File: config.mk
export PLATFORM = sky130hd
export DESIGN_NAME = hist_serial_framer
export DESIGN_NICKNAME = d
export VERILOG_FILES = /design/src/rtl/hist_pkg.sv /design/src/rtl/hist_frame_byte_mux.sv /design/src/rtl/hist_serial_framer.sv
export SDC_FILE = /design/constraint.sdc
export NUM_CORES = 1
export LEC_CHECK = 0
export BUFFER_PORTS_ARGS = -buffer_cell sky130_fd_sc_hd__buf_2
export CAP_MARGIN = 25
export CORE_MARGIN = 2
export CORE_UTILIZATION = 50
export DETAILED_ROUTE_END_ITERATION = 8
export GPL_TIMING_DRIVEN = 0
export HOLD_SLACK_MARGIN = 0.1
export PLACE_DENSITY_LB_ADDON = 0.08
export REMOVE_ABC_BUFFERS = 1
export SYNTH_ARGS = -nofsm -noshare
export SYNTH_HDL_FRONTEND = slang
export SYNTH_SLANG_ARGS = --single-unit
File: constraint.sdc
create_clock -name clk50 -period 2.6 [get_ports clk50]
set_input_delay 0.26 -clock clk50 [delete_from_list [all_inputs] [get_ports clk50]]
set_output_delay 0.26 -clock clk50 [all_outputs]
set_load 0.05 [all_outputs]
File: src/rtl/hist_pkg.sv
// Shared histogram framing constants and framer state encoding.
// Latency: none (declarations only).
// Backpressure: none (declarations only).
package hist_pkg;

    localparam int HIST_NWORDS = 2;
    localparam int HIST_WORD_W = 32;
    localparam int FRAME_LEN   = 10;
    localparam int BYTE_IDX_W  = 4;

    typedef enum logic [2:0] {
        IDLE,
        LOAD,
        SEND,
        ACK,
        WAIT,
        DONE
    } framer_state_t;

endpackage

File: src/rtl/hist_frame_byte_mux.sv
// Selects the frame byte for a position: header, shadow bytes LSB-first, checksum.
// Latency: purely combinational.
// Backpressure: none; the caller decides when the byte is used.
module hist_frame_byte_mux
    import hist_pkg::*;
#(
    parameter logic [7:0] HDR_BYTE = 8'hA5
) (
    input  logic [BYTE_IDX_W-1:0]               byte_idx,
    input  logic [HIST_NWORDS*HIST_WORD_W-1:0]  shadow,
    input  logic [7:0]                          chk,
    output logic [7:0]                          tx_byte
);

    // Position 0 is the header, 1..8 walk the shadow from its low byte, 9 is CHK.
    always_comb begin
        tx_byte = HDR_BYTE;
        case (byte_idx)
            4'd0:    tx_byte = HDR_BYTE;
            4'd1:    tx_byte = shadow[7:0];
            4'd2:    tx_byte = shadow[15:8];
            4'd3:    tx_byte = shadow[23:16];
            4'd4:    tx_byte = shadow[31:24];
            4'd5:    tx_byte = shadow[39:32];
            4'd6:    tx_byte = shadow[47:40];
            4'd7:    tx_byte = shadow[55:48];
            4'd8:    tx_byte = shadow[63:56];
            default: tx_byte = chk;
        endcase
    end

endmodule

File: src/rtl/hist_serial_framer.sv
// Sends the two histogram words as a 10-byte framed UART stream on each host request.
// Latency: header tx_start two cycles after the request strobe when the UART is idle.
// Backpressure: each byte waits for tx_busy low; requests arriving mid-frame are counted and dropped.
module hist_serial_framer
    import hist_pkg::*;
#(
    parameter logic [7:0] CMD_BYTE = 8'h68,
    parameter logic [7:0] HDR_BYTE = 8'hA5,
    parameter int         NWORDS   = HIST_NWORDS
) (
    input  logic                   clk50,
    input  logic                   rstn,
    input  logic [HIST_WORD_W-1:0] hist50 [NWORDS],
    input  logic [7:0]             rx_data,
    input  logic                   rx_valid,
    output logic [7:0]             tx_data,
    output logic                   tx_start,
    input  logic                   tx_busy,
    output logic                   busy,
    output logic [15:0]            frames_sent,
    output logic [15:0]            req_dropped
);

    localparam logic [BYTE_IDX_W-1:0] LAST_DATA_IDX = BYTE_IDX_W'(FRAME_LEN - 2);
    localparam logic [BYTE_IDX_W-1:0] FRAME_LEN_B   = BYTE_IDX_W'(FRAME_LEN);

    framer_state_t                      state;
    framer_state_t                      state_nxt;
    logic [BYTE_IDX_W-1:0]              byte_idx;
    logic [HIST_NWORDS*HIST_WORD_W-1:0] shadow;
    logic [7:0]                         chk;
    logic [7:0]                         tx_hold;
    logic [7:0]                         cur_byte;
    logic                               cmd_seen;

    assign cmd_seen = rx_valid && (rx_data == CMD_BYTE);
    assign busy     = (state != IDLE);
    // The UART latches tx_data only on tx_start; outside it the last sent byte is held.
    assign tx_data  = tx_start ? cur_byte : tx_hold;

    hist_frame_byte_mux #(
        .HDR_BYTE (HDR_BYTE)
    ) u_byte_mux (
        .byte_idx (byte_idx),
        .shadow   (shadow),
        .chk      (chk),
        .tx_byte  (cur_byte)
    );

    // State register; reset abandons any frame in progress.
    always_ff @(posedge clk50) begin
        if (!rstn) begin
            state <= IDLE;
        end else begin
            state <= state_nxt;
        end
    end

    // Next-state and tx_start strobe. byte_idx already points past the byte just
    // sent when WAIT is reached, so the frame ends once it equals the frame length.
    always_comb begin
        state_nxt = state;
        tx_start  = 1'b0;
        case (state)
            IDLE: if (cmd_seen) state_nxt = LOAD;
            LOAD: state_nxt = SEND;
            SEND: begin
                if (!tx_busy) begin
                    tx_start  = 1'b1;
                    state_nxt = ACK;
                end
            end
            ACK:  state_nxt = WAIT;
            WAIT: begin
                if (!tx_busy) begin
                    state_nxt = (byte_idx < FRAME_LEN_B) ? SEND : DONE;
                end
            end
            DONE: state_nxt = IDLE;
            default: state_nxt = IDLE;
        endcase
    end

    // Shadow snapshot, running checksum, byte pointer, held tx byte and counters.
    always_ff @(posedge clk50) begin
        if (!rstn) begin
            byte_idx    <= '0;
            shadow      <= '0;
            chk         <= '0;
            tx_hold     <= '0;
            frames_sent <= '0;
            req_dropped <= '0;
        end else begin
            if (state == LOAD) begin
                shadow   <= {hist50[1], hist50[0]};
                chk      <= '0;
                byte_idx <= '0;
            end
            if (tx_start) begin
                tx_hold  <= cur_byte;
                byte_idx <= byte_idx + 1'b1;
                if ((byte_idx != '0) && (byte_idx <= LAST_DATA_IDX)) begin
                    chk <= chk ^ cur_byte;
                end
            end
            if (state == DONE) begin
                frames_sent <= frames_sent + 16'd1;
            end
            if (cmd_seen && (state != IDLE)) begin
                req_dropped <= req_dropped + 16'd1;
            end
        end
    end

endmodule

==> results.py <==
metrics = {
    "outcome": {
        "status": "finished, violations left",
        "violations": "setup timing",
    },
    "finish": {
        "num_antenna_cells": 0,
        "drive_gt1_share_pct": 25.1,
        "area_growth_syn_to_layout_pct": 43.6,
        "nNetsFinal": 919,
        "final_cells": 986,
        "layout_commonest_cell": "nand2_1",
        "layout_common_cells": "nand2_1 (151), dfxtp_1 (115), buf_2 (109), a21oi_1 (88), dlygate4sd3_1 (66)",
    },
    "power": {
        "power.density_nw_per_um2": 578,
        "total_power_mw": 4.37,
        "p_leak_nw": 2.84,
        "ir_drop_mv": 0.504,
    },
    "yosys": {
        "ys_seq_elements": 119,
        "ys_seq_area_share_pct": 45.2,
        "yosysUniqueCellTypes": 49,
        "synth.area.top_cells": "dfxtp_1 (45%), nand2_1 (11%), a21oi_1 (8.8%)",
        "async_flop_share_pct": 0,
        "ys_warn_count": 0,
        "syn_area_um2": 5270,
        "avgSynthCellArea_um2": 8.00,
        "syn_inst": 659,
        "synth-edff-count": 0,
        "synth_ff_type": "dfxtp_1",
        "yosysTopAreaCellShare_pct": 45.2,
        "synth_top_area_cell": "dfxtp_1",
    },
    "route": {
        "ant_nets": 0,
        "drt_first_pass_iters": 5,
        "wl_um": 14100,
        "vias": 5344,
        "drtIter0Drc": 293,
        "viasPerCell": 5.42,
        "drcViolationCount": 0,
        "routedWlPerCell_um": 14.3,
    },
    "critical_path": {
        "cp.required_ns": 2.34,
        "worst_setup_path_end_kind": "primary output",
        "rr_worst_depth": 6,
        "r2r_end": "chk[5]$_SDFF_PN0_",
        "worstSetupPathType": "reg2out",
        "endpoint": "tx_data[4]",
        "critPathMaxFanout": 5,
        "r2r-start": "byte_idx[1]$_SDFFE_PN0P_",
        "critPathLaunch": "byte_idx[1]$_SDFFE_PN0P_",
        "crit_arrival_ns": 2.49,
        "start_kind": "flip-flop",
        "rrSetupSlack_ns": 0.45,
    },
    "grt": {
        "grt_pass1_wl_um": 22900,
        "grt_use_total_pct": 25.2,
        "grt_pass1_vias": 4947,
        "grt_max_degree": 68,
        "overflow": 0,
        "antenna_found_initial": 0,
    },
    "clock_tree": {
        "clk_pin_slew_ns": 0.06,
        "clkLatencyLatePin_ns": 0.52,
        "cts-htree-levels": 4,
        "cts_sinks": 119,
        "numCtsBuffers": 17,
        "cts.path.max_buffers": 2,
        "cts-root-buf": "clkbuf_8",
        "cts_tree": "built",
    },
    "run": {
        "maxCapViolCount": 0,
    },
    "place": {
        "gp_congestion": 0.745,
        "port_buffers": 117,
        "dp.cells": 873,
        "dp_hpwl_um": 8470,
    },
    "timing": {
        "setup_ws_ns": -0.151,
        "slew_viol_final": 0,
        "finalSetupViolCount": 8,
        "final.period_utilization_pct": 106,
        "worst_slew_pin_slew_ns": 0.619,
        "slew_headroom_pct": 58.6,
        "fin_hold_ws_ns": 0.357,
        "fin_crit_ns": 2.75,
        "finClkSkew_ns": 0.00813,
        "fmax_ghz": 0.364,
        "finalHoldViolCount": 0,
        "rsz0062_at_grt": "true",
    },
    "min_path": {
        "hp-start": "rx_data[4]",
        "holdPathStages": 6,
        "hold_class": "in2reg",
    },
    "die": {
        "dieArea_um2": 11400,
        "core_area_um2": 10300,
        "num_rows": 37,
        "start_util_pct": 51.3,
        "chipHeight_um": 107,
        "dieWidth_um": 107,
        "pin_count": 118,
    },
}
==> per-layer routing <==
metal | wire length, µm | GRT usage, % | up-vias | part of all wire (%)
li1 | - | - | 2638 | -
met1 | 6170 | 30.7 | 2540 | 44
met2 | 7100 | 43.8 | 152 | 50
met3 | 721 | 6.57 | 14 | 5.1
met4 | 152 | 7.33 | 0 | 1.1
met5 | 0 | 0 | - | 0
==> metrics by stage <==
stage / worst slack (ns) / util [%] / cell area [µm²] / setup TNS (ns)
finish: -0.151 / 73.7 / 7570 / -0.883
global route: -0.240 / 73.7 / 7570 / -1.62
CTS: -0.148 / 72.9 / 7490 / -0.990
detailed placement: -0.351 / 57.7 / 5930 / -2.25
global placement: -4.12 / 56.7 / 5830 / -290.63
floorplan: -2.32 / - / 5070 / -147.73
==> timing repair <==
| item | CTS | global route |
|---|---|---|
| hold buffers | 66 | 0 |
| pin swaps | 14 | 6 |
| cloned | 1 | 0 |
| setup buffers | 12 | 2 |
| gates resized for setup | 50 | 15 |
| endpoints found under the hold margin | 66 | 0 |
| setup endpoints to repair | 11 | 8 |
==> area by class of cell <==
class / instances / area, µm²
clock buffer: 19 / 422
inverter: 17 / 70.1
sequential: 119 / 2390
clock inverter: 13 / 180
tap: 136 / 170
multi-input combinational: 479 / 2820
timing repair buffer: 203 / 1510
fill: 786 / 2710
==> synth_stat cells, drive strengths merged (4+ instances only) <==
| library cell | number |
|---|---|
| a21oi | 95 |
| a22o | 4 |
| ha | 6 |
| and4 | 4 |
| a311oi | 4 |
| a32o | 4 |
| clkbuf | 27 |
| a211oi | 7 |
| nor2 | 45 |
| or3 | 15 |
| and2 | 8 |
| a22oi | 13 |
| nor3 | 11 |
| nand3 | 14 |
| xnor2 | 12 |
| xor2 | 12 |
| nand4 | 9 |
| buf | 18 |
| and3 | 6 |
| a221oi | 8 |
| o21ai | 19 |
| nand2 | 151 |
| inv | 16 |
| dfxtp | 119 |
==> where the power goes <==
group,internal [mW],total [mW],switching [mW],leakage (nW)
combinational,0.116,0.185,0.0692,1.59
clock,1.55,2.37,0.817,0.288
sequential,1.82,1.82,0.000815,0.961
total,3.49,4.37,0.887,2.84
==> sequential cells by signal, indices dropped and copies added (netlist names) <==
signal	cells
chk	8
shadow	64
state	3
req_dropped	16
frames_sent	16
byte_idx	4
tx_hold	8
==> critical path, cell delays in order (launching register included) <==
cell and delay, ns:
dfxtp_4 0.37, buf_6 0.12, ha_4 0.16, or4_4 0.58, a21oi_4 0.22, nand2_1 0.07, and3_4 0.20, nor2_4 0.10
buf_8 0.15
==> kinds of logic (layout without fill, tap and decap cells) <==
logic type | count (synthesis) | count (layout) | synth area share (%)
buf+inv | 62 | 252 | 4.96
xor+xnor | 24 | 24 | 3.99
mux | 3 | 3 | 0.570
flops | 119 | 119 | 45.2
simple gates | 283 | 283 | 25.0
fa+ha+maj | 6 | 6 | 1.42
compound gates | 162 | 163 | 18.9
==> worst min path at each step <==
stage / endpoint
6_report: req_dropped[3]$_SDFFE_PN0P_
5_1_grt: req_dropped[3]$_SDFFE_PN0P_
4_1_cts: req_dropped[3]$_SDFFE_PN0P_
2_1_floorplan: byte_idx[3]$_SDFFE_PN0P_
3_3_place_gp: shadow[49]$_SDFFE_PN0P_
3_5_place_dp: shadow[34]$_SDFFE_PN0P_
(Power assumes the default switching activity.)
